### src/rtl/uart_pkg.sv
// uart_pkg: types and constants shared by the UART receive and transmit paths.
// Holds the rx FSM state type, legal oversample ratios and small helpers.
package uart_pkg;

    localparam int RX_DATA_WIDTH     = 8;
    localparam int RX_PRESCALE_WIDTH = 6;

    localparam int PRESCALE_8  = 8;
    localparam int PRESCALE_16 = 16;
    localparam int PRESCALE_32 = 32;

    typedef enum logic [2:0] {
        ST_IDLE,
        ST_START,
        ST_DATA,
        ST_PARITY,
        ST_STOP
    } rx_state_t;

    function automatic logic maj3(input logic a, input logic b, input logic c);
        return (a & b) | (a & c) | (b & c);
    endfunction

    function automatic logic is_legal_prescale(input int p);
        return (p == PRESCALE_8) || (p == PRESCALE_16) || (p == PRESCALE_32);
    endfunction

endpackage

### src/rtl/uart_rx_core_if.sv
// uart_rx_core_if: line/config inputs and byte/strobe outputs of the rx engine.
// slave is the receiver's view, master the system controller's view.
interface uart_rx_core_if #(
    parameter int DATA_WIDTH     = 8,
    parameter int PRESCALE_WIDTH = 6
);

    logic                      rx_sync;
    logic [PRESCALE_WIDTH-1:0] prescale;
    logic                      par_en;
    logic                      par_typ;
    logic [DATA_WIDTH-1:0]     rx_data;
    logic                      data_valid;
    logic                      par_err;
    logic                      stop_err;
    logic                      busy;

    modport slave (
        input  rx_sync,
        input  prescale,
        input  par_en,
        input  par_typ,
        output rx_data,
        output data_valid,
        output par_err,
        output stop_err,
        output busy
    );

    modport master (
        output rx_sync,
        output prescale,
        output par_en,
        output par_typ,
        input  rx_data,
        input  data_valid,
        input  par_err,
        input  stop_err,
        input  busy
    );

endinterface

### src/rtl/uart_rx_sampler.sv
// uart_rx_sampler: per-bit edge counter, 3-point capture and majority vote.
// The vote is combinational on the third sample so the FSM can act that edge.
module uart_rx_sampler
    import uart_pkg::*;
#(
    parameter int PRESCALE_WIDTH = RX_PRESCALE_WIDTH
) (
    input  logic                      i_clk,
    input  logic                      i_rst,
    input  logic                      i_run,
    input  logic                      i_rx,
    input  logic [PRESCALE_WIDTH-1:0] i_prescale,
    output logic                      o_bit_value,
    output logic                      o_bit_done,
    output logic                      o_vote_ready
);

    logic [PRESCALE_WIDTH-1:0] r_edge_cnt;
    logic [PRESCALE_WIDTH-1:0] w_half;
    logic                      r_s0;
    logic                      r_s1;
    logic                      r_bit;
    logic                      w_vote;
    logic                      w_at_s0;
    logic                      w_at_s1;

    assign w_half  = i_prescale >> 1;
    assign w_at_s0 = i_run && (r_edge_cnt == w_half - PRESCALE_WIDTH'(1));
    assign w_at_s1 = i_run && (r_edge_cnt == w_half);

    assign o_vote_ready = i_run && (r_edge_cnt == w_half + PRESCALE_WIDTH'(1));
    assign o_bit_done   = i_run && (r_edge_cnt == i_prescale - PRESCALE_WIDTH'(1));

    assign w_vote      = maj3(r_s0, r_s1, i_rx);
    assign o_bit_value = o_vote_ready ? w_vote : r_bit;

    always_ff @(posedge i_clk) begin
        if (i_rst) begin
            r_edge_cnt <= '0;
            r_s0       <= 1'b0;
            r_s1       <= 1'b0;
            r_bit      <= 1'b0;
        end else begin
            if (!i_run || o_bit_done) begin
                r_edge_cnt <= '0;
            end else begin
                r_edge_cnt <= r_edge_cnt + PRESCALE_WIDTH'(1);
            end
            if (w_at_s0) begin
                r_s0 <= i_rx;
            end
            if (w_at_s1) begin
                r_s1 <= i_rx;
            end
            if (o_vote_ready) begin
                r_bit <= w_vote;
            end
        end
    end

endmodule

### src/rtl/uart_rx_core.sv
// uart_rx_core: UART receive FSM, deframer, parity check and output strobes.
// Voted serial bits come from uart_rx_sampler; config is frozen per frame.
module uart_rx_core
    import uart_pkg::*;
#(
    parameter int DATA_WIDTH     = RX_DATA_WIDTH,
    parameter int PRESCALE_WIDTH = RX_PRESCALE_WIDTH
) (
    input  logic          i_clk,
    input  logic          i_rst,
    uart_rx_core_if.slave rx_if
);

    localparam int CW = (DATA_WIDTH > 1) ? $clog2(DATA_WIDTH) : 1;

    rx_state_t                 r_state;
    rx_state_t                 w_state_nxt;
    logic [PRESCALE_WIDTH-1:0] r_pre;
    logic                      r_par_en;
    logic                      r_par_typ;
    logic                      r_par_bad;
    logic [CW-1:0]             r_bit_cnt;
    logic [DATA_WIDTH-1:0]     r_shift;
    logic [DATA_WIDTH-1:0]     r_data;
    logic                      r_valid;
    logic                      r_perr;
    logic                      r_serr;
    logic                      r_busy;

    logic w_bit;
    logic w_done;
    logic w_ready;
    logic w_run;
    logic w_start;
    logic w_last;
    logic w_par_exp;
    logic w_pre_ok;

    assign w_run     = (r_state != ST_IDLE);
    assign w_start   = (r_state == ST_IDLE) && !rx_if.rx_sync;
    assign w_last    = (r_bit_cnt == CW'(DATA_WIDTH - 1));
    assign w_par_exp = r_par_typ ? ~^r_shift : ^r_shift;
    assign w_pre_ok  = is_legal_prescale(int'(rx_if.prescale));

    uart_rx_sampler #(
        .PRESCALE_WIDTH (PRESCALE_WIDTH)
    ) u_sampler (
        .i_clk        (i_clk),
        .i_rst        (i_rst),
        .i_run        (w_run),
        .i_rx         (rx_if.rx_sync),
        .i_prescale   (r_pre),
        .o_bit_value  (w_bit),
        .o_bit_done   (w_done),
        .o_vote_ready (w_ready)
    );

    always_ff @(posedge i_clk) begin
        if (i_rst) begin
            r_state <= ST_IDLE;
        end else begin
            r_state <= w_state_nxt;
        end
    end

    always_comb begin
        w_state_nxt = r_state;
        unique case (r_state)
            ST_IDLE: begin
                if (!rx_if.rx_sync) begin
                    w_state_nxt = ST_START;
                end
            end
            ST_START: begin
                if (w_done) begin
                    w_state_nxt = w_bit ? ST_IDLE : ST_DATA;
                end
            end
            ST_DATA: begin
                if (w_done && w_last) begin
                    w_state_nxt = r_par_en ? ST_PARITY : ST_STOP;
                end
            end
            ST_PARITY: begin
                if (w_done) begin
                    w_state_nxt = ST_STOP;
                end
            end
            ST_STOP: begin
                // leave on the stop vote; the stop tail is absorbed in IDLE
                if (w_ready) begin
                    w_state_nxt = ST_IDLE;
                end
            end
            default: begin
                w_state_nxt = ST_IDLE;
            end
        endcase
    end

    always_ff @(posedge i_clk) begin
        if (i_rst) begin
            r_pre     <= '0;
            r_par_en  <= 1'b0;
            r_par_typ <= 1'b0;
            r_par_bad <= 1'b0;
            r_bit_cnt <= '0;
            r_shift   <= '0;
            r_data    <= '0;
            r_valid   <= 1'b0;
            r_perr    <= 1'b0;
            r_serr    <= 1'b0;
            r_busy    <= 1'b0;
        end else begin
            r_valid <= 1'b0;
            r_perr  <= 1'b0;
            r_serr  <= 1'b0;
            r_busy  <= w_run;
            if (w_start) begin
                // unsupported ratios fall back to 16 so the counter still wraps
                r_pre     <= w_pre_ok ? rx_if.prescale
                                      : PRESCALE_WIDTH'(PRESCALE_16);
                r_par_en  <= rx_if.par_en;
                r_par_typ <= rx_if.par_typ;
                r_par_bad <= 1'b0;
                r_bit_cnt <= '0;
            end
            if ((r_state == ST_DATA) && w_done) begin
                r_shift   <= {w_bit, r_shift[DATA_WIDTH-1:1]};
                r_bit_cnt <= r_bit_cnt + CW'(1);
            end
            if ((r_state == ST_PARITY) && w_done) begin
                r_par_bad <= (w_bit != w_par_exp);
            end
            if ((r_state == ST_STOP) && w_ready) begin
                r_serr <= !w_bit;
                r_perr <= r_par_bad;
                if (w_bit && !r_par_bad) begin
                    r_data  <= r_shift;
                    r_valid <= 1'b1;
                end
            end
        end
    end

    assign rx_if.rx_data    = r_data;
    assign rx_if.data_valid = r_valid;
    assign rx_if.par_err    = r_perr;
    assign rx_if.stop_err   = r_serr;
    assign rx_if.busy       = r_busy;

endmodule

### src/flat_wrapper.sv
// flat-port wrapper written by rule: the top's interface ports become plain ports
module uart_rx_core_flat import uart_pkg::*;
#(
    parameter int DATA_WIDTH     = RX_DATA_WIDTH,
    parameter int PRESCALE_WIDTH = RX_PRESCALE_WIDTH
)
  (i_clk, i_rst, rx_if_rx_sync, rx_if_prescale, rx_if_par_en, rx_if_par_typ, rx_if_rx_data, rx_if_data_valid, rx_if_par_err, rx_if_stop_err, rx_if_busy);
  uart_rx_core_if #(.DATA_WIDTH(DATA_WIDTH), .PRESCALE_WIDTH(PRESCALE_WIDTH)) rx_if_i ();
  input  logic i_clk;
  input  logic i_rst;
  input wire logic [$bits(rx_if_i.rx_sync)-1:0] rx_if_rx_sync;
  input wire logic [$bits(rx_if_i.prescale)-1:0] rx_if_prescale;
  input wire logic [$bits(rx_if_i.par_en)-1:0] rx_if_par_en;
  input wire logic [$bits(rx_if_i.par_typ)-1:0] rx_if_par_typ;
  output wire logic [$bits(rx_if_i.rx_data)-1:0] rx_if_rx_data;
  output wire logic [$bits(rx_if_i.data_valid)-1:0] rx_if_data_valid;
  output wire logic [$bits(rx_if_i.par_err)-1:0] rx_if_par_err;
  output wire logic [$bits(rx_if_i.stop_err)-1:0] rx_if_stop_err;
  output wire logic [$bits(rx_if_i.busy)-1:0] rx_if_busy;
  assign rx_if_i.rx_sync = rx_if_rx_sync;
  assign rx_if_i.prescale = rx_if_prescale;
  assign rx_if_i.par_en = rx_if_par_en;
  assign rx_if_i.par_typ = rx_if_par_typ;
  assign rx_if_rx_data = rx_if_i.rx_data;
  assign rx_if_data_valid = rx_if_i.data_valid;
  assign rx_if_par_err = rx_if_i.par_err;
  assign rx_if_stop_err = rx_if_i.stop_err;
  assign rx_if_busy = rx_if_i.busy;
  uart_rx_core #(.DATA_WIDTH(DATA_WIDTH), .PRESCALE_WIDTH(PRESCALE_WIDTH)) u_core (.i_clk(i_clk), .i_rst(i_rst), .rx_if(rx_if_i));
endmodule
### config.mk
export PLATFORM = sky130hd
export DESIGN_NAME = uart_rx_core_flat
export DESIGN_NICKNAME = d
export VERILOG_FILES = /design/src/rtl/uart_pkg.sv /design/src/rtl/uart_rx_core_if.sv /design/src/rtl/uart_rx_sampler.sv /design/src/rtl/uart_rx_core.sv /design/src/flat_wrapper.sv
export SDC_FILE = /design/constraint.sdc
export NUM_CORES = 1
export LEC_CHECK = 0
export BUFFER_PORTS_ARGS = -buffer_cell sky130_fd_sc_hd__buf_4
export CORE_UTILIZATION = 57
export DETAILED_ROUTE_END_ITERATION = 10
export PLACE_DENSITY = 0.77
export REMOVE_ABC_BUFFERS = 1
export SLEW_MARGIN = 15
export SYNTH_ARGS = -nofsm -noshare
export SYNTH_HDL_FRONTEND = slang
export SYNTH_HIERARCHICAL = 1
export SYNTH_SLANG_ARGS = --single-unit
### constraint.sdc
create_clock -name i_clk -period 8.35 [get_ports i_clk]
set_input_delay 2.0875 -clock i_clk [delete_from_list [all_inputs] [get_ports i_clk]]
set_output_delay 2.0875 -clock i_clk [all_outputs]
set_load 0.005 [all_outputs]
==> impl_metrics.tcl, run 1 <==
set metrics [dict create \
    die_y_um 67.1 \
    synthTopCellsByCount "dfxtp_1 (44), nand2_1 (32), nor2_1 (29)" \
    outcome "complete, no violations" \
    leakagePower_nw 1.06 \
    setup_tns_ns 0 \
    core-area_um2 4030 \
    routedWlPerCell_um 13.8 \
    synth_ff_type "dfxtp_1" \
    cts_buffer_depth 2 \
    avgViaCountPerCell 5.64 \
    hold_viol 0 \
    max_freq_ghz 0.282 \
    cts_max_level 2 \
    synth-edff-count 0 \
    dieWidth_um 67.1 \
    worstPathArrival_ns 3.74 \
    grt_max_degree 35 \
    tightest_slew_ns 0.562 \
    io_buffers 22 \
    grt_pass1_vias 1591 \
    synth_seq_area_share 0.365 \
    post_cts_buffers 0 \
    dr.pass1.iters 4 \
    p_clk_frac 0.253 \
    cts_tree "built" \
    path_clk_slew_ns 0.08 \
    yosys.area.top_type "dfxtp_1" \
    crit_path_start_kind "input pin" \
    post-route-period-util 0.425 \
    reg2reg_from "u_core/r_pre[2]" \
    ys_ff_latch 44 \
    postRouteAntennaNets 0 \
    dp_hpwl_mm 3.17 \
    holdPathEnd "u_core/u_sampler/r_s0" \
    final_util 0.648 \
    peakVddDrop_mv 0.0979 \
    rows 23 \
    initial_core_util 0.599 \
    cts_hold_buffers 0 \
    fin_crit_ns 3.55 \
    regArea_um2 881 \
    drv_cap 0 \
    swShare 0.325 \
    crit_type "input pin to register" \
    power.switching_mw 0.164 \
    hp-class "register to register" \
    synthCells 264 \
    synth_area_um2 2410 \
    min-delay-start "u_core/u_sampler/r_s0" \
    slew-limit-headroom 0.625 \
    dieArea_um2 4500 \
    antenna_found_initial 0 \
    synth_most_common_cell "dfxtp_1" \
    drive_gt1_frac 0.154 \
    area_growth_pct 8.25 \
    rrSetupSlack_ns 5.30 \
    nFillCells 372 \
    numCtsBuffers 5 \
    cts_root_buf "clkbuf_8" \
    place.gp.congestion 0.843 \
    wl_mm 4.55 \
    avgSynthCellArea_um2 9.14 \
    insertion_delay_ns 0.30 \
    drt-initial-drc-count 69 \
    fin_area_um2 2610 \
    cp_max_fo 6 \
    postPlaceCellArea_um2 2530 \
    yosysWarnings 6 \
    fin_skew_ns 0.0115 \
    grt_pass1_wl_mm 7.62 \
    cts_resized 0 \
    holdWs_ns 0.473 \
    intPower_mw 0.340 \
    diodes 0 \
    required_ns 8.54 \
    rsz0062_at_grt "false" \
    clock_sinks 44 \
    drc_errors 0 \
    power.density_nw_per_um2 193 \
    regToRegEndpoint "u_core/r_state[1]" \
    power_frac_seq 0.493 \
    synth.area.top_cells "dfxtp_1 (37%), xnor2_1 (6.9%), mux2i_1 (5.0%)" \
    drv_slew 0 \
    reg2reg_depth 11 \
    multi_input_area_um2 1380 \
    end_kind "register" \
    async_flop_share 0 \
    synth_top_area_share 0.365 \
    yosysUniqueCellTypes 56 \
    grt-ovfl-total 0 \
    boundaryPins 23 \
    p_comb_frac 0.254 \
    final_nets 297 \
    power.total_mw 0.504 \
    vias 1856 \
    hold_depth 2 \
    setup-violations-final 0 \
    grt_usage 0.229 \
]
-- state kept, by name (all words and copies together) (netlist names) --
register                     count
u_core/rx_if.data_valid          1
u_core/rx_if.par_err             1
u_core/r_par_en                  1
u_core/rx_if.busy                1
u_core/r_par_typ                 1
u_core/r_par_bad                 1
u_core/u_sampler/r_s0            1
u_core/r_pre                     6
u_core/u_sampler/r_edge_cnt      6
u_core/r_bit_cnt                 3
u_core/u_sampler/r_s1            1
u_core/u_sampler/r_bit           1
u_core/rx_if.rx_data             8
u_core/r_state                   3
u_core/rx_if.stop_err            1
u_core/r_shift                   8
-- power by group through the flow --
stage               logic, mW  registers (mW)  clock network [mW]
global route            0.141           0.251               0.139
floorplan              0.0991           0.247                   0
CTS                     0.128           0.248               0.132
detailed placement      0.125           0.252                   0
global placement        0.122           0.252                   0
finish                  0.128           0.248               0.128
-- metal layers --
metal | track usage | up-vias | share of wire
li1 | - | 940 | -
met1 | 0.333 | 874 | 0.50
met2 | 0.323 | 38 | 0.44
met3 | 0.0514 | 4 | 0.047
met4 | 0.0878 | 0 | 0.0092
met5 | 0 | - | 0
-- layout make-up --
type | count | area share
timing repair buffer | 22 | 0.0632
clock inverter | 2 | 0.00479
inverter | 10 | 0.0144
multi-input combinational | 196 | 0.530
tap | 50 | 0.0240
sequential | 44 | 0.337
clock buffer | 5 | 0.0264
-- per-stage QoR --
step | setup slack, ns | instances
final | 4.80 | 329
after global routing | 4.77 | 329
after CTS | 4.81 | 329
after detailed placement | 4.53 | 322
after global placement | 4.58 | 322
after floorplan | 4.78 | 250
-- logic make-up after synthesis --
kind of cell               synth area share
xor gates and xnor gates              0.118
DFF                                   0.365
adders and majority gates            0.0405
and+or+nand+nor                       0.241
AOI/OAI and AO/OA                     0.125
buffers and inverters                0.0612
muxes                                0.0498
-- cell usage in the layout, fill, tap and decap left out, types with 3 or more instances in the layout --
cell type  instances
xor2_1             9
buf_4             22
inv_1              9
nand3_1            6
xnor2_1           19
nor3_1             8
a21oi_1           15
a31oi_1            3
nand2_1           32
clkbuf_8           5
nand4b_1           3
o21ai_0            3
ha_1               7
mux2i_1           12
nor3b_1            3
nor2_1            29
and2_1             6
dfxtp_1           44
-- how the worst max path moves through the flow --
stage                  startpoint               end  slack (ns)  cells after the start
finish              rx_if_rx_sync  u_core/r_par_bad        4.80                      7
global route        rx_if_rx_sync  u_core/r_par_bad        4.77                      7
CTS                 rx_if_rx_sync  u_core/r_par_bad        4.81                      7
detailed placement  rx_if_rx_sync  u_core/r_par_bad        4.53                      7
global placement    rx_if_rx_sync  u_core/r_par_bad        4.58                      7
floorplan           rx_if_rx_sync  u_core/r_par_bad        4.78                      6
-- worst max-delay path, cell delays in order --
cell and delay [ns]:
buf_4 0.14, maj3_1 0.35, o31a_1 0.36, xnor2_1 0.24, xnor3_1 0.37, nand3_1 0.10
o211ai_2 0.09
No activity file was read; power rests on OpenSTA's default activity.
==> run 2, diff against run 1 <==
--- a/config.mk
+++ b/config.mk
@@ -6,9 +6,9 @@
 export NUM_CORES = 1
 export LEC_CHECK = 0
 export BUFFER_PORTS_ARGS = -buffer_cell sky130_fd_sc_hd__buf_4
-export CORE_UTILIZATION = 57
+export CORE_UTILIZATION = 53
 export DETAILED_ROUTE_END_ITERATION = 10
-export PLACE_DENSITY = 0.77
+export PLACE_DENSITY = 0.75
 export REMOVE_ABC_BUFFERS = 1
 export SLEW_MARGIN = 15
 export SYNTH_ARGS = -nofsm -noshare
==> constraint.sdc (replaced) <==
create_clock -name i_clk -period 3.25 [get_ports i_clk]
set_input_delay 0.8125 -clock i_clk [delete_from_list [all_inputs] [get_ports i_clk]]
set_output_delay 0.8125 -clock i_clk [all_outputs]
set_load 0.005 [all_outputs]
==> run 2 against run 1 <==
Compared with the run above:
- register-to-register slack worse by 5.0 ns
- setup slack worse by 4.5 ns
- routed wire length down 4.1%
- critical path depth is 4 higher
==> impl_metrics.tcl, run 2 (synthesis gave the netlist of run 1 again) <==
set metrics [dict create \
    worstPathArrival_ns 3.11 \
    crit_path_start_kind "register" \
    postPlaceCellArea_um2 2530 \
    peakVddDrop_mv 0.297 \
    io_buffers 22 \
    reg2reg_depth 11 \
    cts_tree "built" \
    numCtsBuffers 5 \
    drv_slew 0 \
    end_kind "register" \
    grt_max_degree 35 \
    final_cell_mix "dfxtp_1 (43), nand2_1 (32), nor2_1 (29)" \
    routedWlPerCell_um 13.2 \
    drv_cap 0 \
    cp_max_fo 11 \
    die_y_um 69.5 \
    drive_gt1_frac 0.158 \
    rsz0062_at_grt "false" \
    avgViaCountPerCell 5.54 \
    post_cts_buffers 0 \
    outcome "complete, no violations" \
    fin_crit_ns 2.93 \
    min-delay-start "u_core/u_sampler/r_s0" \
    regToRegEndpoint "u_core/r_bit_cnt[0]" \
    vias 1834 \
    dp_slack_ns 0.260 \
    setup-violations-final 0 \
    diodes 0 \
    nFillCells 372 \
    hp-class "register to register" \
    required_ns 3.43 \
    cp_common_cell "nor2_1" \
    drt-initial-drc-count 103 \
    postRouteAntennaNets 0 \
    holdPathEnd "u_core/u_sampler/r_s0" \
    cts_hold_buffers 0 \
    path_clk_slew_ns 0.08 \
    max_freq_ghz 0.341 \
    slowest_stage "dfxtp_1" \
    final_common_cell "dfxtp_1" \
    crit_type "register to register" \
    wl_mm 4.37 \
    dp.cells 324 \
    cts_buffer_depth 2 \
    cts_max_level 2 \
    dieArea_um2 4830 \
    slew-limit-headroom 0.636 \
    initial_core_util 0.554 \
    power.total_mw 1.29 \
    grt_usage 0.189 \
    antenna_found_initial 0 \
    grt-ovfl-total 0 \
    post-route-period-util 0.902 \
    power.density_nw_per_um2 493 \
    path_buf_inv 1 \
    slowest_delay_ns 0.47 \
    rrSetupSlack_ns 0.32 \
    holdWs_ns 0.469 \
    grt_pass1_wl_mm 7.36 \
    core-area_um2 4350 \
    grt_pass1_vias 1624 \
    dp_hpwl_mm 3.12 \
    dr.pass1.iters 4 \
    final_util 0.601 \
    place.gp.congestion 1.04 \
    startpoint "u_core/r_pre[1]" \
    dieWidth_um 69.5 \
    timing.final.ws_setup_ns 0.318 \
    cts_root_buf "clkbuf_8" \
    fin_area_um2 2620 \
    reg2reg_from "u_core/r_pre[1]" \
    crit_chain "inv_1 > ha_1 > a21boi_1 > xnor2_1 > nand3_1 > a2111oi_4 > and2_1 > and4bb_2 > nor2_1 > a21oi_1 > nor2_1" \
    crit_family "simple AND/OR/NAND/NOR gates" \
    leakagePower_nw 1.06 \
    setup_tns_ns 0 \
    hold_viol 0 \
    drc_errors 0 \
    area_growth_pct 8.40 \
    insertion_delay_ns 0.29 \
    final_nets 297 \
    fin_skew_ns 0.00331 \
    fin_cells 331 \
    boundaryPins 23 \
    rows 24 \
    clock_sinks 44 \
    hold_depth 2 \
    tightest_slew_ns 0.541 \
]
[run 2: cell types whose count changed in the layout (fill, tap and decap cells not counted)]
cell	previous run	this run
dfxtp_1	44	43
dfxtp_2	0	1
[run 2: what timing repair did]
action                     CTS  global route
setup endpoints to repair    0             4
hold endpoints to repair     0             0
gates resized for setup      0             1
[run 2: how the worst max path moves through the flow]
stage | endpoint | depth (start not counted)
6_report | u_core/r_bit_cnt[0] | 11
5_1_grt | u_core/r_bit_cnt[1] | 11
4_1_cts | u_core/r_bit_cnt[0] | 11
3_5_place_dp | u_core/r_bit_cnt[0] | 11
3_3_place_gp | u_core/r_bit_cnt[0] | 11
2_1_floorplan | u_core/r_state[1] | 11
[run 2: layer usage]
layer,wire length [um],vias to the layer above,global-route usage
met5,0,-,0
met4,51,0,0.0748
met3,154,4,0.0320
met2,1820,39,0.271
met1,2340,848,0.281
li1,-,943,-
[run 2: worst register-to-register path: cells and delay by family, from the launching register on]
family                     cells  cell delay, ns
adders and majority gates      1            0.30
xor gates and xnor gates       1            0.21
AOI/OAI and AO/OA              3            0.77
and+or+nand+nor                5            0.95
DFF                            1            0.47
buffers and inverters          1            0.13
[run 2: final cells by class]
class / count / area, um2 / area share
clock inverter: 2 / 12.5 / 0.00478
tap: 52 / 65.1 / 0.0249
timing repair buffer: 22 / 165 / 0.0632
clock buffer: 5 / 68.8 / 0.0263
sequential: 44 / 882 / 0.337
multi-input combinational: 196 / 1380 / 0.529
inverter: 10 / 37.5 / 0.0144
[run 2: report_power, final]
| group | switching, mW | internal (mW) | total (mW) |
|---|---|---|---|
| clock network | 0.183 | 0.146 | 0.328 |
| registers | 0.0638 | 0.573 | 0.637 |
| logic | 0.168 | 0.155 | 0.323 |
| total | 0.414 | 0.874 | 1.29 |
==> run 3, diff against run 2 <==
--- a/config.mk
+++ b/config.mk
@@ -5,9 +5,9 @@
 export SDC_FILE = /design/constraint.sdc
 export NUM_CORES = 1
 export LEC_CHECK = 0
-export BUFFER_PORTS_ARGS = -buffer_cell sky130_fd_sc_hd__buf_4
-export CORE_UTILIZATION = 53
+export CORE_UTILIZATION = 57
 export DETAILED_ROUTE_END_ITERATION = 10
+export DONT_BUFFER_PORTS = 1
 export PLACE_DENSITY = 0.75
 export REMOVE_ABC_BUFFERS = 1
 export SLEW_MARGIN = 15
==> run 3 against run 2 <==
Compared with the run above:
- combinational power increased by 6.5%
- sequential share of layout area increased by 1.6 points
- maximum frequency increased by 1.4%
- routed wire length increased by 1.2%
- clock skew increased by 0.0062 ns
- hold slack improved by 0.011 ns
- critical path type unchanged
- largest cell class unchanged
- largest power group unchanged
==> impl_metrics.tcl, run 3 (synthesis gave the netlist of run 1 again) <==
set metrics [dict create \
    outcome "complete, no violations" \
    post_cts_buffers 0 \
    grt-ovfl-total 0 \
    min-delay-start "u_core/r_par_typ" \
    leakagePower_nw 0.976 \
    nFillCells 362 \
    crit_path_start_kind "register" \
    regToRegEndpoint "u_core/r_par_bad" \
    core-area_um2 4030 \
    required_ns 3.43 \
    dieArea_um2 4500 \
    cts_buffer_depth 2 \
    cts_resized 0 \
    avgViaCountPerCell 5.66 \
    rsz0062_at_grt "false" \
    rows 23 \
    insertion_delay_ns 0.30 \
    wl_mm 4.42 \
    area_growth_pct 3.27 \
    initial_core_util 0.599 \
    final_util 0.618 \
    cts_hold_buffers 0 \
    timing.final.ws_setup_ns 0.360 \
    grt_usage 0.217 \
    cp_max_fo 10 \
    tightest_slew_ns 0.562 \
    io_buffers 0 \
    hp-class "register to register" \
    dieWidth_um 67.1 \
    fin_crit_ns 2.89 \
    rrSetupSlack_ns 0.36 \
    die_y_um 67.1 \
    holdWs_ns 0.480 \
    worstPathArrival_ns 3.07 \
    hold_viol 0 \
    final_cell_mix "dfxtp_1 (44), nand2_1 (32), nor2_1 (29)" \
    grt_max_degree 35 \
    dp_slack_ns 0.416 \
    fin_skew_ns 0.00953 \
    multi_input_area_um2 1380 \
    drive_gt1_frac 0.0992 \
    post-route-period-util 0.889 \
    reg2reg_from "u_core/r_pre[2]" \
    crit_chain "inv_2 > ha_1 > xor2_1 > nor3_1 > nand4_1 > o21bai_1 > o31a_1 > xnor2_1 > xnor3_1 > nand3_1 > o211ai_2" \
    end_kind "register" \
    antenna_found_initial 0 \
    hold_depth 2 \
    max_freq_ghz 0.346 \
    power.density_nw_per_um2 527 \
    final_nets 279 \
    final_common_cell "dfxtp_1" \
    cts_max_level 2 \
    setup_tns_ns 0 \
    numCtsBuffers 5 \
    regArea_um2 881 \
    boundaryPins 23 \
    dp_hpwl_mm 3.21 \
    cts_tree "built" \
    peakVddDrop_mv 0.326 \
    vias 1765 \
    diodes 0 \
    place.gp.congestion 0.818 \
    routedWlPerCell_um 14.2 \
    slew-limit-headroom 0.625 \
    drt-initial-drc-count 137 \
    drc_errors 0 \
    slowest_delay_ns 0.55 \
    setup-violations-final 0 \
    dr.pass1.iters 4 \
    grt_pass1_vias 1537 \
    drv_cap 0 \
    holdPathEnd "u_core/r_par_typ" \
    reg2reg_depth 11 \
    path_clk_slew_ns 0.08 \
    slowest_stage "dfxtp_1" \
    grt_pass1_wl_mm 7.41 \
    drv_slew 0 \
    crit_type "register to register" \
    postRouteAntennaNets 0 \
    cts_root_buf "clkbuf_8" \
    clock_sinks 44 \
]
==> run 3: changes by cell type in the layout (fill, tap and decap cells not counted) <==
| cell | change |
|---|---|
| buf_4 | -18 |
| clkbuf_8 | +1 |
| inv_6 | +1 |
| dfxtp_1 | +1 |
| clkinvlp_4 | -1 |
| dfxtp_2 | -1 |
==> run 3: stage by stage <==
| step | area (um2) | std cells | power (mW) |
|---|---|---|---|
| after global routing | 2490 | 312 | 1.38 |
| after detailed placement | 2390 | 304 | 0.963 |
| after floorplan | 2300 | 250 | 0.889 |
| final | 2490 | 312 | 1.31 |
| after CTS | 2490 | 312 | 1.32 |
| after global placement | 2390 | 304 | 0.957 |
==> run 3: worst max-delay path by stage <==
stage | from | end | cells after the start
3_5_place_dp | u_core/r_pre[2] | u_core/r_par_bad | 11
3_3_place_gp | u_core/r_pre[2] | u_core/r_bit_cnt[1] | 11
6_report | u_core/r_pre[2] | u_core/r_par_bad | 11
5_1_grt | u_core/r_pre[2] | u_core/r_par_bad | 11
4_1_cts | u_core/r_pre[2] | u_core/r_par_bad | 11
2_1_floorplan | u_core/r_pre[2] | u_core/r_state[1] | 11
==> run 3: cell type report <==
type / instances / area share
repair buffers: 4 / 0.0121
clock inverters: 2 / 0.00552
well taps: 50 / 0.0251
clock buffers: 6 / 0.0331
inverters: 10 / 0.0151
flip-flops and latches: 44 / 0.354
multi-input cells: 196 / 0.556
==> run 3: where the power goes <==
group	leakage [nW]	total, mW	internal, mW	switching [mW]
Clock	0.0516	0.361	0.174	0.187
Sequential	0.356	0.609	0.573	0.0353
Combinational	0.568	0.344	0.154	0.189
==> run 3: routing by layer <==
metal	GRT usage	routed length, um	vias to the layer above
met3	0.0479	174	5
met4	0.0479	42	0
met1	0.325	2300	824
met2	0.310	1900	28
met5	0	0	-
li1	-	-	908
==> run 3: critical path: cells and delay by family, from the launching register on <==
kind / cells / cell delay [ns]
xor gates and xnor gates: 3 / 0.70
AOI/OAI and AO/OA: 3 / 0.65
DFF: 1 / 0.55
and+or+nand+nor: 3 / 0.46
adders and majority gates: 1 / 0.31
buffers and inverters: 1 / 0.10
